===== config.mk =====
export PLATFORM = sky130hd
export DESIGN_NAME = mvb_rx_ctrl
export DESIGN_NICKNAME = d
export VERILOG_FILES = /design/src/rtl/mvb_rx_ctrl.sv
export SDC_FILE = /design/constraint.sdc
export NUM_CORES = 1
export LEC_CHECK = 0
export BUFFER_PORTS_ARGS = -buffer_cell sky130_fd_sc_hd__buf_2
export CAP_MARGIN = 20
export CELL_PAD_IN_SITES_DETAIL_PLACEMENT = 1
export CELL_PAD_IN_SITES_GLOBAL_PLACEMENT = 1
export CORE_MARGIN = 2
export CORE_UTILIZATION = 50
export DETAILED_ROUTE_END_ITERATION = 10
export GPL_TIMING_DRIVEN = 0
export PLACE_DENSITY = 0.86
export SLEW_MARGIN = 10
export SYNTH_ARGS = -nofsm -noshare
export SYNTH_HDL_FRONTEND = slang
export SYNTH_SLANG_ARGS = --single-unit

===== constraint.sdc =====
create_clock -name clk_24M -period 5.3 [get_ports clk_24M]
set_input_delay 0.53 -clock clk_24M [delete_from_list [all_inputs] [get_ports clk_24M]]
set_output_delay 0.53 -clock clk_24M [all_outputs]
set_load 0.005 [all_outputs]

===== src/rtl/mvb_rx_ctrl.sv =====
// MVB receive-frame sequencer: times Manchester half-bit sampling after a start pulse,
// classifies the start delimiter, streams data bits and terminates on end delimiter or error.
module mvb_rx_ctrl #(
  parameter logic [15:0] MSTR_DELIM = 16'hC33C,
  parameter logic [15:0] SLV_DELIM  = 16'h3CC3,
  parameter int          IDLE_CYC   = 16
) (
  input  logic       clk_24M,
  input  logic       rst,
  input  logic       data_in,
  input  logic       frame_start,
  input  logic       rx_en,
  output logic       frame_active,
  output logic       frame_type,
  output logic       bit_data,
  output logic       bit_valid,
  output logic       frame_done,
  output logic       frame_err,
  output logic [1:0] err_code,
  output logic [8:0] frame_len
);
  localparam int         IW        = $clog2(IDLE_CYC + 1);
  // Loaded at acceptance so the counter reads F_PT eleven edges later.
  localparam logic [3:0] CELL_LOAD = 4'd10;
  localparam logic [3:0] F_PT      = 4'd4;
  localparam logic [3:0] S_PT      = 4'd12;
  localparam logic [8:0] MAX_BITS  = 9'd288;
  localparam logic [8:0] SLV_LEN [5] = '{9'd24, 9'd40, 9'd72, 9'd144, 9'd288};

  typedef enum logic [1:0] {IDLE, DELIM, DATA, RECOVER} state_t;

  state_t        state_reg;
  logic [3:0]    cell_cnt_reg;
  logic [2:0]    delim_cell_reg;
  logic [14:0]   shift_reg;
  logic          f_reg;
  logic          armed_reg;
  logic [8:0]    bit_cnt_reg;
  logic [IW-1:0] idle_cnt_reg;
  logic          active_reg, type_reg, bit_data_reg, bit_valid_reg, done_reg, err_reg;
  logic [1:0]    code_reg;
  logic [8:0]    len_reg;

  logic [15:0]   delim_word;
  logic [4:0]    len_hit;
  logic          len_ok;

  assign delim_word = {shift_reg, data_in};

  for (genvar gi = 0; gi < 5; gi++) begin : g_len
    assign len_hit[gi] = (bit_cnt_reg == SLV_LEN[gi]);
  end
  assign len_ok = type_reg ? (|len_hit) : len_hit[0];

  always_ff @(posedge clk_24M) begin
    if (rst) begin
      state_reg      <= IDLE;
      cell_cnt_reg   <= '0;
      delim_cell_reg <= '0;
      shift_reg      <= '0;
      f_reg          <= 1'b0;
      armed_reg      <= 1'b0;
      bit_cnt_reg    <= '0;
      idle_cnt_reg   <= '0;
      active_reg     <= 1'b0;
      type_reg       <= 1'b0;
      bit_data_reg   <= 1'b0;
      bit_valid_reg  <= 1'b0;
      done_reg       <= 1'b0;
      err_reg        <= 1'b0;
      code_reg       <= 2'b00;
      len_reg        <= '0;
    end else begin
      bit_valid_reg <= 1'b0;
      done_reg      <= 1'b0;
      err_reg       <= 1'b0;
      cell_cnt_reg  <= cell_cnt_reg + 4'd1;
      case (state_reg)
        IDLE: begin
          if (frame_start && rx_en) begin
            state_reg      <= DELIM;
            active_reg     <= 1'b1;
            bit_cnt_reg    <= '0;
            cell_cnt_reg   <= CELL_LOAD;
            delim_cell_reg <= '0;
            armed_reg      <= 1'b0;
          end
        end
        DELIM: begin
          if (!rx_en) begin
            state_reg    <= RECOVER;
            active_reg   <= 1'b0;
            idle_cnt_reg <= '0;
          end else if (cell_cnt_reg == F_PT) begin
            shift_reg <= delim_word[14:0];
            armed_reg <= 1'b1;
          end else if (cell_cnt_reg == S_PT && armed_reg) begin
            // The counter also passes S_PT once before the first cell; armed_reg masks it.
            shift_reg      <= delim_word[14:0];
            delim_cell_reg <= delim_cell_reg + 3'd1;
            if (delim_cell_reg == 3'd7) begin
              if (delim_word == MSTR_DELIM) begin
                type_reg  <= 1'b0;
                state_reg <= DATA;
              end else if (delim_word == SLV_DELIM) begin
                type_reg  <= 1'b1;
                state_reg <= DATA;
              end else begin
                err_reg      <= 1'b1;
                code_reg     <= 2'b01;
                len_reg      <= bit_cnt_reg;
                active_reg   <= 1'b0;
                state_reg    <= RECOVER;
                idle_cnt_reg <= '0;
              end
            end
          end
        end
        DATA: begin
          if (!rx_en) begin
            state_reg    <= RECOVER;
            active_reg   <= 1'b0;
            idle_cnt_reg <= '0;
          end else if (cell_cnt_reg == F_PT) begin
            f_reg <= data_in;
          end else if (cell_cnt_reg == S_PT) begin
            if (f_reg != data_in && bit_cnt_reg != MAX_BITS) begin
              bit_data_reg  <= f_reg;
              bit_valid_reg <= 1'b1;
              bit_cnt_reg   <= bit_cnt_reg + 9'd1;
            end else begin
              len_reg      <= bit_cnt_reg;
              active_reg   <= 1'b0;
              state_reg    <= RECOVER;
              idle_cnt_reg <= '0;
              if (f_reg != data_in) begin
                err_reg  <= 1'b1;
                code_reg <= 2'b11;
              end else if (!f_reg && len_ok) begin
                done_reg <= 1'b1;
              end else begin
                err_reg  <= 1'b1;
                code_reg <= 2'b10;
              end
            end
          end
        end
        RECOVER: begin
          if (!data_in) begin
            idle_cnt_reg <= '0;
          end else if (idle_cnt_reg == IW'(IDLE_CYC - 1)) begin
            state_reg <= IDLE;
          end else begin
            idle_cnt_reg <= idle_cnt_reg + IW'(1);
          end
        end
        default: state_reg <= IDLE;
      endcase
    end
  end

  assign frame_active = active_reg;
  assign frame_type   = type_reg;
  assign bit_data     = bit_data_reg;
  assign bit_valid    = bit_valid_reg;
  assign frame_done   = done_reg;
  assign frame_err    = err_reg;
  assign err_code     = code_reg;
  assign frame_len    = len_reg;
endmodule


==> reports/metrics.csv, run 1 <==
metric,value,unit
status,"finished, final reports clean",
max-slew violations,0,
number of global-route vias before repair,2709,
CP Data Arrival Time,2810,ps
Hold Crit Depth,2,
"Avg Cell Area, Syn",8.899,um^2
layout cell share with drive strength beyond 1,14.66,%
period utilisation layout,48.23,%
Port Buffers,19,
Placed Cells,441,
part of the power in combinational logic,23.9,%
CP max FO,5,
# rows,28,
worst setup margin,2744,ps
First-pass DRT Iterations,4,
ys flop type,dfxtp_1,
TritonCTS Buffers,9,
die height,82.59,um
#FFs+latches synth,57,
Post-Synthesis Cells,347,
First DRT Iteration DRCs,138,
Global Route met1 Usage,32.29,%
grt met2 use,45.40,%
number of diodes,0,
CTS Sinks,57,
Sw Share,33.26,%
Netlist cell types,60,
dpl ws,2787,ps
crit-path most repeated cell,a221oi_1,
worst-case clock skew,9.948,ps
Syn Nets,364,
CTS tree,yes,
"EDFF count, synth",0,
Syn-to-layout area delta,13.45,%
Congestion Overflow GR,0,
crit path launch type,flop,
first-pass GRT wire length,13450,um
Die W,82.59,um
Avg WL per Cell,18.24,um
setup_tns,0,ps
hold_sp,frame_len[1],
gr usage total,26.38,%
"Cell Area, Synth",3088,um^2
Critical R2R Capture,frame_active,
WHS Endpoint,frame_len[1],
vias per std cell,5.991,
Pwr Density,351.0,nW/um^2
CTS hold repair buffers,0,
starting density of the core,51.85,%
routed vias,2738,
"Async S/R FF share, synth",0,%
post-CTS sizing,0,
crit path cell chain,"inv_1, ha_1, nor2b_1, a221oi_1, a31oi_1, a221oi_1, mux2_2",
minimum clock period,2556,ps
Worst Reg-to-Reg Cells,7,
Net Sw Power,409.0,uW
slew margin rel.,49.66,%
endpoint type of the worst setup path,flop,
clk slew on worst S/H paths,80,ps
# setup viols final,0,
Routed WL,8335,um
initial antenna violation count,0,
met3 usage,5.000,%
"non-filler cells, final",457,
hpwl dp,5758,um
Clock power frac,38.6,%
sequential area share after synthesis,36.95,%
CP max-delay cell,dfxtp_1,
Ports,22,
final hold violation count,0,
Slew @ Worst Pin,736.1,ps
gp weighted congestion,0.8404,
peak supply drop,0.2345,mV
pin count of the biggest net entering global routing,13,
Core ar.,5956,um^2
clock latency on the worst-skew pair,360,ps
max reg flops,15,
Routed Antenna Nets,0,
"Data required, critical path",5550,ps
nets@finish,394,
CTS Root Cell,clkbuf_8,
CTS Buffer Depth,2,
internal power,820.9,uW
Flop pwr share,37.5,%
Synth warnings,0,
placed standard-cell area,3277,um^2
crit-path max cell delay,420,ps
gr busiest metal,met2,
Worst R2R Start,state_reg[0],
Residual DRC,0,
reg2reg setup slack,2740,ps
die area,6820,um^2
H-tree depth,3,
type of the most critical hold path,flop to flop,
Max Cap Viol,0,
fin area,3503,um^2
Post-CTS Setup Bufs,0,
RSZ-0062 raised after global routing,false,
Leakage,0.001266,uW
fmax,391.2,MHz
kind of critical path,flop to flop,
Yosys cell counts, types with 4 or more instances:
library cell / count / area, um^2
dfxtp_1: 57 / 1141
nor2_1: 31 / 116.4
a21oi_1: 18 / 90.09
inv_1: 18 / 67.56
mux2i_1: 18 / 180.2
nand2b_1: 17 / 106.4
nand4b_1: 16 / 140.1
nand3_1: 13 / 65.06
clkbuf_1: 12 / 45.04
ha_1: 12 / 150.1
nand2_1: 9 / 33.78
o21ai_1: 9 / 45.04
nor3_1: 8 / 40.04
and2_1: 7 / 43.79
o21ai_0: 7 / 35.03
buf_2: 6 / 30.03
or3_1: 6 / 37.54
a211o_1: 4 / 35.03
a31oi_1: 4 / 25.02
and3_1: 4 / 25.02
nor2b_1: 4 / 25.02
o32ai_1: 4 / 35.03
xnor2_1: 4 / 35.03
routing by layer:
| layer | routed length (um) | part of all wire [%] |
|---|---|---|
| met1 | 3802 | 46 |
| met2 | 4165 | 50 |
| met3 | 220 | 2.6 |
| met4 | 146 | 1.8 |
| met5 | 0 | 0 |
kinds of logic (layout without fill, tap and decap cells):
kind of cell / after synthesis / in the layout / synth area share (%)
AO/OA/AOI/OAI: 74 / 74 / 16.17
XOR/XNOR: 6 / 6 / 1.702
adder cells (fa/ha/maj): 12 / 12 / 4.862
buffers and inverters: 39 / 74 / 5.470
flip-flops: 57 / 57 / 36.95
multiplexers: 20 / 20 / 6.564
AND/OR/NAND/NOR: 139 / 139 / 28.28
power by group through the flow:
stage	Clock [uW]	Sequential, uW	Combinational, uW
after floorplan	0	468	212
after global placement	0	469	273
after detailed placement	0	471	287
after CTS	476	461	292
after global routing	494	463	319
final	475	461	294
worst max-delay path by stage:
| stage | from | to | slack, ps |
|---|---|---|---|
| 6_report | state_reg[0] | frame_active | 2740 |
| 5_1_grt | cell_cnt_reg[0] | frame_active | 2590 |
| 4_1_cts | cell_cnt_reg[0] | frame_active | 2790 |
| 3_5_place_dp | data_in | idle_cnt_reg[0] | 2790 |
| 3_3_place_gp | state_reg[0] | frame_active | 2860 |
| 2_1_floorplan | data_in | err_code[1] | 3120 |
layout by cell type, fill, tap and decap left out, types with 3 or more instances in the layout:
| cell type | instances |
|---|---|
| a21oi_1 | 18 |
| nor3_1 | 8 |
| mux2i_1 | 18 |
| xnor2_1 | 4 |
| nand2b_1 | 17 |
| buf_2 | 25 |
| a2111oi_0 | 3 |
| clkbuf_8 | 9 |
| or4b_1 | 3 |
| o31ai_1 | 3 |
| a31oi_1 | 4 |
| a211o_1 | 4 |
| nand2_1 | 9 |
| o21ai_0 | 7 |
| o32ai_1 | 4 |
| o21ai_1 | 9 |
| clkbuf_1 | 12 |
| and3_1 | 4 |
| nor2b_1 | 4 |
| and2_1 | 7 |
| ha_1 | 12 |
| dfxtp_1 | 57 |
| or4_1 | 3 |
| nand3_1 | 13 |
| nand4_1 | 3 |
| inv_1 | 18 |
| or3_1 | 6 |
| nor2_1 | 31 |
| nand4b_1 | 16 |
metrics by stage:
| step | utilization (%) | power (uW) | hold WS [ps] |
|---|---|---|---|
| detailed placement | 55.02 | 757.6 | 456.9 |
| floorplan | - | 679.9 | 450.0 |
| CTS | 58.82 | 1228 | 468.8 |
| finish | 58.82 | 1230 | 464.6 |
| global route | 58.82 | 1276 | 488.9 |
| global placement | 55.02 | 742.6 | 449.0 |
area by class of cell:
type,instances,area [um^2]
Clock inverter,7,102.6
Clock buffer,9,123.9
Sequential cell,57,1141
Tap cell,75,93.84
Timing Repair Buffer,19,95.09
Multi-Input combinational cell,251,1778
Fill cell,713,2452
Inverter,18,67.56
Buffer,21,101.3
critical path, delay by kind of cell, from the launching register on:
family / cells / cell delay, ps
muxes: 1 / 380
AOI/OAI and AO/OA: 3 / 1090
adders and majority gates: 1 / 270
buffers and inverters: 1 / 120
and+or+nand+nor: 1 / 160
DFF: 1 / 420
Power figures use the tool's default switching activity.
==> inputs of run 2 (changes only) <==
--- a/config.mk
+++ b/config.mk
@@ -5,15 +5,16 @@
 export SDC_FILE = /design/constraint.sdc
 export NUM_CORES = 1
 export LEC_CHECK = 0
+export ABC_AREA = 1
 export BUFFER_PORTS_ARGS = -buffer_cell sky130_fd_sc_hd__buf_2
 export CAP_MARGIN = 20
 export CELL_PAD_IN_SITES_DETAIL_PLACEMENT = 1
 export CELL_PAD_IN_SITES_GLOBAL_PLACEMENT = 1
 export CORE_MARGIN = 2
-export CORE_UTILIZATION = 50
+export CORE_UTILIZATION = 43
 export DETAILED_ROUTE_END_ITERATION = 10
 export GPL_TIMING_DRIVEN = 0
-export PLACE_DENSITY = 0.86
+export PLACE_DENSITY = 0.8
 export SLEW_MARGIN = 10
 export SYNTH_ARGS = -nofsm -noshare
 export SYNTH_HDL_FRONTEND = slang
==> constraint.sdc (replaced) <==
create_clock -name clk_24M -period 2.6 [get_ports clk_24M]
set_input_delay 0.26 -clock clk_24M [delete_from_list [all_inputs] [get_ports clk_24M]]
set_output_delay 0.26 -clock clk_24M [all_outputs]
set_load 0.005 [all_outputs]
==> run 2 against run 1 <==
  * Sequential share of layout area down 1.2 points
  * Core utilization is 8.7 points lower
  * Clock skew grew 3.1 ps
  * Power rose to 2.7 times the previous value
  * Sequential cell count stayed put
  * First-iteration DRC count decreased by 23%
  * Via count is 18% higher
  * Setup slack got worse by 2200 ps
  * Maximum frequency up 23%
  * Clock power rose by 84%
  * Largest cell class unchanged
  * Largest power group is now combinational cells
==> reports/metrics.csv, run 2 <==
metric,value,unit,change
status,"finished, final reports clean",,
Routed Antenna Nets,0,,unchanged
Avg WL per Cell,14.63,um,-20%
clk slew on worst S/H paths,70,ps,about the same
"EDFF count, synth",0,,unchanged
largest cells by area after synthesis,"dfxtp_1 (36%), nand2_1 (11%), nor2_1 (11%)",,
Final Hold Slack,176.6,ps,-288.0 ps
Global Route met1 Usage,28.73,%,-3.6 points
minimum clock period,2083,ps,-473.6 ps
Pwr Density,929.2,nW/um^2,+160%
"leading cell type in the layout, fill and taps excluded",nand2_1,,
starting density of the core,44.28,%,-7.6 points
H-tree depth,3,,unchanged
grt met2 use,41.73,%,-3.7 points
fmax,480.2,MHz,+23%
"Avg Cell Area, Syn",6.664,um^2,-25%
"Cell Area, Synth",3212,um^2,+4.0%
endpoint type of the worst setup path,flop,,
CTS tree,yes,,
"non-filler cells, final",616,,+35%
fin util,50.13,%,-8.7 points
Post-Synthesis Cells,482,,+39%
TritonCTS Buffers,9,,unchanged
initial antenna violation count,0,,unchanged
CTS Root Cell,clkbuf_8,,
gr usage total,24.16,%,-2.2 points
post-CTS sizing,0,,unchanged
kind of critical path,flop to flop,,
nets@finish,529,,+34%
share of the synthesized area in the top cell type,35.53,%,-1.4 points
Syn-to-layout area delta,13.21,%,
max-slew violations,0,,unchanged
clock latency on the worst-skew pair,350,ps,about the same
Residual DRC,0,,unchanged
type of the most critical hold path,input port to flop,,
crit path capture,bit_cnt_reg[4],,
Post-CTS Setup Bufs,0,,unchanged
Netlist cell types,33,,-45%
Fillers,1009,,+42%
final hold violation count,0,,unchanged
"Async S/R FF share, synth",0,%,unchanged
die area,8177,um^2,+20%
gp weighted congestion,0.8688,,+3.4%
CTS hold repair buffers,0,,unchanged
Congestion Overflow GR,0,,unchanged
Setup crit start,bit_cnt_reg[0],,
Syn Nets,499,,+37%
CP max FO,9,,+4
Critical R2R Capture,bit_cnt_reg[4],,
die height,90.43,um,+9.5%
gr busiest metal,met2,,
Port Buffers,19,,unchanged
setup_tns,0,ps,unchanged
Yosys top cell by area,dfxtp_1,,
routed vias,3223,,+18%
period utilisation layout,80.10,%,+32 points
Routed WL,9014,um,+8.1%
crit path launch type,flop,,
vias per std cell,5.232,,-13%
Slew @ Worst Pin,590.8,ps,-145.3 ps
Leakage,0.001592,uW,+26%
Core ar.,7253,um^2,+22%
slew margin rel.,60.61,%,+11 points
# rows,31,,+11%
Synth warnings,0,,unchanged
peak supply drop,0.4195,mV,+79%
Max Cap Viol,0,,unchanged
Placed Cells,600,,+36%
layout cell share with drive strength beyond 1,13.93,%,-0.73 points
Ports,22,,unchanged
"commonest non-fill, non-tap cells in the layout","nand2_1 (92), nor2_1 (90), dfxtp_1 (57), nand3_1 (50), inv_1 (50)",,
CTS Buffer Depth,2,,unchanged
RSZ-0062 raised after global routing,false,,
number of diodes,0,,unchanged
number of global-route vias before repair,3360,,+24%
"Data required, critical path",2840,ps,-2710 ps
"top cells by count, synth","nand2_1 (92), nor2_1 (90), dfxtp_1 (57), inv_1 (50), nand3_1 (50)",,
# setup viols final,0,,unchanged
CTS Sinks,57,,unchanged
sequential area share after synthesis,35.53,%,-1.4 points
worst-case clock skew,13.02,ps,+3.071 ps
#FFs+latches synth,57,,unchanged
first-pass GRT wire length,15780,um,+17%
First-pass DRT Iterations,4,,unchanged
First DRT Iteration DRCs,106,,-23%
met3 usage,6.177,%,+1.2 points
Die W,90.43,um,+9.5%
CP Data Arrival Time,2320,ps,-490 ps
Worst R2R Start,bit_cnt_reg[0],,
reg2reg setup slack,520,ps,-2230 ps
max reg flops,15,,unchanged
Worst Reg-to-Reg Cells,12,,+5
pin count of the biggest net entering global routing,11,,-2
hpwl dp,6727,um,+17%
ys flop type,dfxtp_1,,
most common cell in the netlist,nand2_1,,
-- run 2: cell types whose count changed after synthesis, moves of 18 or more --
cell     previous run  this run
mux2i_1            18         0
nand2_1             9        92
nor2_1             31        90
nand3_1            13        50
inv_1              18        50
a21oi_1            18        36
-- run 2: worst min-delay path by stage --
stage               startpoint  slack (ps)  depth (start not counted)   endpoint
global route               rst         180                          2  armed_reg
finish                     rst         180                          2  armed_reg
floorplan                  rst         340                          1  armed_reg
detailed placement    bit_data         450                          2   bit_data
CTS                        rst         160                          2  armed_reg
global placement      bit_data         450                          2   bit_data
-- run 2: critical path, cell delays in order (launching register included) --
cell and delay (ps):
dfxtp_1 470, inv_1 120, ha_1 280, nand2_1 90
nor2_1 40, nand2_1 170, nand2_1 120, nand2_1 140
nand2_2 150, inv_2 140, nand2_1 80, o21ai_1 130
a21oi_1 60
-- run 2: logic make-up (layout without fill, tap and decap cells) --
kind of cell | Yosys count | after routing | synth area share, %
simple gates | 269 | 269 | 37.59
buf+inv | 71 | 106 | 9.349
compound gates | 69 | 69 | 11.53
flops | 57 | 57 | 35.53
fa+ha+maj | 12 | 12 | 4.675
xor+xnor | 4 | 4 | 1.325
-- run 2: layout make-up --
class / instances / area [um^2] / share of cell area (%)
plain buffers: 16 / 93.84 / 2.581
clock buffers: 11 / 151.4 / 4.164
clock inverters: 5 / 53.80 / 1.480
inverters: 55 / 206.4 / 5.678
multi-input cells: 354 / 1770 / 48.69
flip-flops and latches: 57 / 1141 / 31.38
well taps: 99 / 123.9 / 3.407
repair buffers: 19 / 95.09 / 2.615
-- run 2: metal layers --
metal  up-vias  wire (um)
met5         -          0
met4         0        206
met3        15        238
met2        43       4432
met1      1541       4136
li1       1624          -
-- run 2: per-stage QoR --
stage / power, uW / cell area, um^2 / setup slack [ps]
6_report: 3379 / 3636 / 517.4
5_1_grt: 3672 / 3636 / 268.3
3_3_place_gp: 2454 / 3431 / 637.1
4_1_cts: 3413 / 3636 / 539.3
3_5_place_dp: 2521 / 3431 / 571.2
2_1_floorplan: 2134 / 3212 / 909.2
-- run 2: power by group --
part	total [uW]	switching, uW	internal [uW]	leakage (uW)
Clock	876	385	491	0.000109
Combinational	1340	873	471	0.00102
Sequential	1160	117	1040	0.000463
Total	3380	1370	2000	0.00159
==> inputs of run 3 (changes only) <==
--- a/config.mk
+++ b/config.mk
@@ -5,16 +5,16 @@
 export SDC_FILE = /design/constraint.sdc
 export NUM_CORES = 1
 export LEC_CHECK = 0
-export ABC_AREA = 1
+export ABC_AREA = 0
 export BUFFER_PORTS_ARGS = -buffer_cell sky130_fd_sc_hd__buf_2
 export CAP_MARGIN = 20
 export CELL_PAD_IN_SITES_DETAIL_PLACEMENT = 1
 export CELL_PAD_IN_SITES_GLOBAL_PLACEMENT = 1
 export CORE_MARGIN = 2
-export CORE_UTILIZATION = 43
+export CORE_UTILIZATION = 42
 export DETAILED_ROUTE_END_ITERATION = 10
 export GPL_TIMING_DRIVEN = 0
-export PLACE_DENSITY = 0.8
+export PLACE_DENSITY = 0.77
 export SLEW_MARGIN = 10
 export SYNTH_ARGS = -nofsm -noshare
 export SYNTH_HDL_FRONTEND = slang
==> constraint.sdc (replaced) <==
create_clock -name clk_24M -period 1.8 [get_ports clk_24M]
set_input_delay 0.18 -clock clk_24M [delete_from_list [all_inputs] [get_ports clk_24M]]
set_output_delay 0.18 -clock clk_24M [all_outputs]
set_load 0.005 [all_outputs]
==> run 3 against run 2 <==
  * The run now ends with negative setup slack left
  * Cell count down 17%
  * Die area down 1.5%
  * Non-clock buffer count up 36
  * Global-route usage up 1.9 points
  * Worst hold slack better by 11 ps
  * Clock-buffer cell count down 1
  * Setup slack worse by 730 ps
  * Critical endpoint is now state_reg[1]
  * Largest cell class unchanged
  * Largest power group unchanged
==> reports/metrics.csv, run 3 (synthesis results as in run 1) <==
metric,value,unit,change
kind of critical path,flop to flop,,
First-pass DRT Iterations,4,,unchanged
placed standard-cell area,3383,um^2,-1.4%
gp weighted congestion,0.8335,,-4.1%
Slew @ Worst Pin,634.5,ps,+43.66 ps
Leakage,0.001545,uW,-3.0%
CTS tree,yes,,
RSZ-0062 raised after global routing,true,,
CTS Root Cell,clkbuf_8,,
slew margin rel.,57.70,%,-2.9 points
Hold Crit Depth,3,,+1
CP Data Arrival Time,2290,ps,-30 ps
status,finished with violations,,
max-slew violations,0,,unchanged
minimum clock period,2014,ps,-69.00 ps
number of global-route vias before repair,3271,,-2.6%
Syn-to-layout area delta,39.75,%,
Core ar.,7176,um^2,-1.1%
clock latency on the worst-skew pair,350,ps,about the same
Congestion Overflow GR,0,,unchanged
"commonest non-fill, non-tap cells in the layout","dfxtp_1 (39), buf_4 (32), nor2_1 (29), buf_2 (19), mux2i_1 (17)",,
fin util,60.14,%,+10 points
TritonCTS Buffers,9,,unchanged
H-tree depth,3,,unchanged
peak supply drop,0.3965,mV,-5.5%
Worst R2R Start,bit_cnt_reg[0],,
hold_sp,data_in,,
Die W,89.75,um,-0.75%
CTS Buffer Depth,2,,unchanged
CTS hold repair buffers,0,,unchanged
Placed Cells,465,,-23%
# setup viols final,29,,+29
Final Hold Slack,188.0,ps,+11.40 ps
# rows,31,,unchanged
Port Buffers,19,,unchanged
Residual DRC,0,,unchanged
Routed WL,10930,um,+21%
clk slew on worst S/H paths,70,ps,about the same
layout cell share with drive strength beyond 1,42.37,%,+28 points
failing checks,negative setup slack,,
WHS Endpoint,shift_reg[0],,
pin count of the biggest net entering global routing,11,,unchanged
"leading cell type in the layout, fill and taps excluded",dfxtp_1,,
fmax,496.6,MHz,+3.4%
fin area,4315,um^2,+19%
Routed Antenna Nets,0,,unchanged
vias per std cell,5.977,,+14%
reg2reg setup slack,-210,ps,-730 ps
worst setup margin,-213.6,ps,-731.0 ps
Ports,22,,unchanged
max reg flops,15,,unchanged
initial antenna violation count,0,,unchanged
crit path launch type,flop,,
die area,8054,um^2,-1.5%
first-pass GRT wire length,16750,um,+6.2%
starting density of the core,43.03,%,-1.2 points
nets@finish,425,,-20%
hpwl dp,6122,um,-9.0%
die height,89.75,um,-0.75%
CTS Sinks,57,,unchanged
worst-case clock skew,10.65,ps,-2.373 ps
number of diodes,0,,unchanged
routed vias,3060,,-5.1%
gr usage total,26.06,%,+1.9 points
First DRT Iteration DRCs,192,,+81%
dpl ws,-498.9,ps,-1070 ps
CP max FO,4,,-5
"Data required, critical path",2070,ps,-770 ps
endpoint type of the worst setup path,flop,,
Pwr Density,941.3,nW/um^2,+1.3%
"non-filler cells, final",512,,-17%
Worst Reg-to-Reg Cells,8,,-4
period utilisation layout,111.9,%,+32 points
Avg WL per Cell,21.35,um,+46%
type of the most critical hold path,input port to flop,,
Max Cap Viol,0,,unchanged
final hold violation count,0,,unchanged
Critical R2R Capture,state_reg[1],,
==> run 3: changes by cell type in the layout (fill, tap and decap cells not counted), sizes merged, moves of 19 or more <==
cell	delta
buf	+31
inv	-37
nand2	-88
a21oi	-19
nor2	-65
nand3	-41
==> run 3: worst max-delay path by stage <==
stage                               to  depth (start not counted)       startpoint  slack, ps
after CTS                  err_code[1]                          7    shift_reg[10]       -180
after global placement        bit_data                          8     state_reg[0]       -410
after floorplan           frame_active                          7  cell_cnt_reg[0]       -160
after detailed placement  frame_active                          7  cell_cnt_reg[0]       -500
final                     state_reg[1]                          8   bit_cnt_reg[0]       -210
after global routing      state_reg[1]                          6   bit_cnt_reg[8]       -290
==> run 3: power breakdown <==
group	leakage, uW	switching, uW	total, uW	internal (uW)
logic	0.000980	846	1590	747
registers	0.000470	50.5	1370	1320
clock network	0.0000956	574	1100	527
total	0.00154	1470	4060	2590
==> run 3: critical path: stages, from the launching register on <==
cell	delay, ps
dfxtp_4	340
inv_2	70
ha_4	140
nor4b_4	340
a211o_1	280
a31oi_4	140
buf_6	150
or3_4	360
a21oi_2	120
==> run 3: metrics by stage <==
step | setup TNS, ps | total power, uW
6_report | -3706 | 4062
5_1_grt | -6160 | 4241
4_1_cts | -2434 | 3818
3_5_place_dp | -12430 | 2287
3_3_place_gp | -10480 | 2263
2_1_floorplan | -1265 | 2062
==> run 3: layer usage <==
layer	routed length, um	GRT usage (%)	vias to the layer above
li1	-	-	1396
met1	4534	31.34	1538
met2	5597	44.13	98
met3	432	5.281	28
met4	364	13.46	0
met5	0	0	-
==> run 3: cell type report <==
cell class | instances | area, um^2
fillers | 812 | 2860
inverters | 18 | 72.57
plain buffers | 17 | 120.1
repair buffers | 54 | 401.6
clock inverters | 6 | 33.78
flip-flops and latches | 57 | 1171
well taps | 99 | 123.9
multi-input cells | 251 | 2255
clock buffers | 10 | 137.6
==> run 3: repair_timing <==
item	CTS	global route
setup buffers	27	7
cloned	1	0
hold endpoints to repair	0	0
endpoints found under the setup margin	50	39
pin swaps	26	18
gates resized for setup	82	48
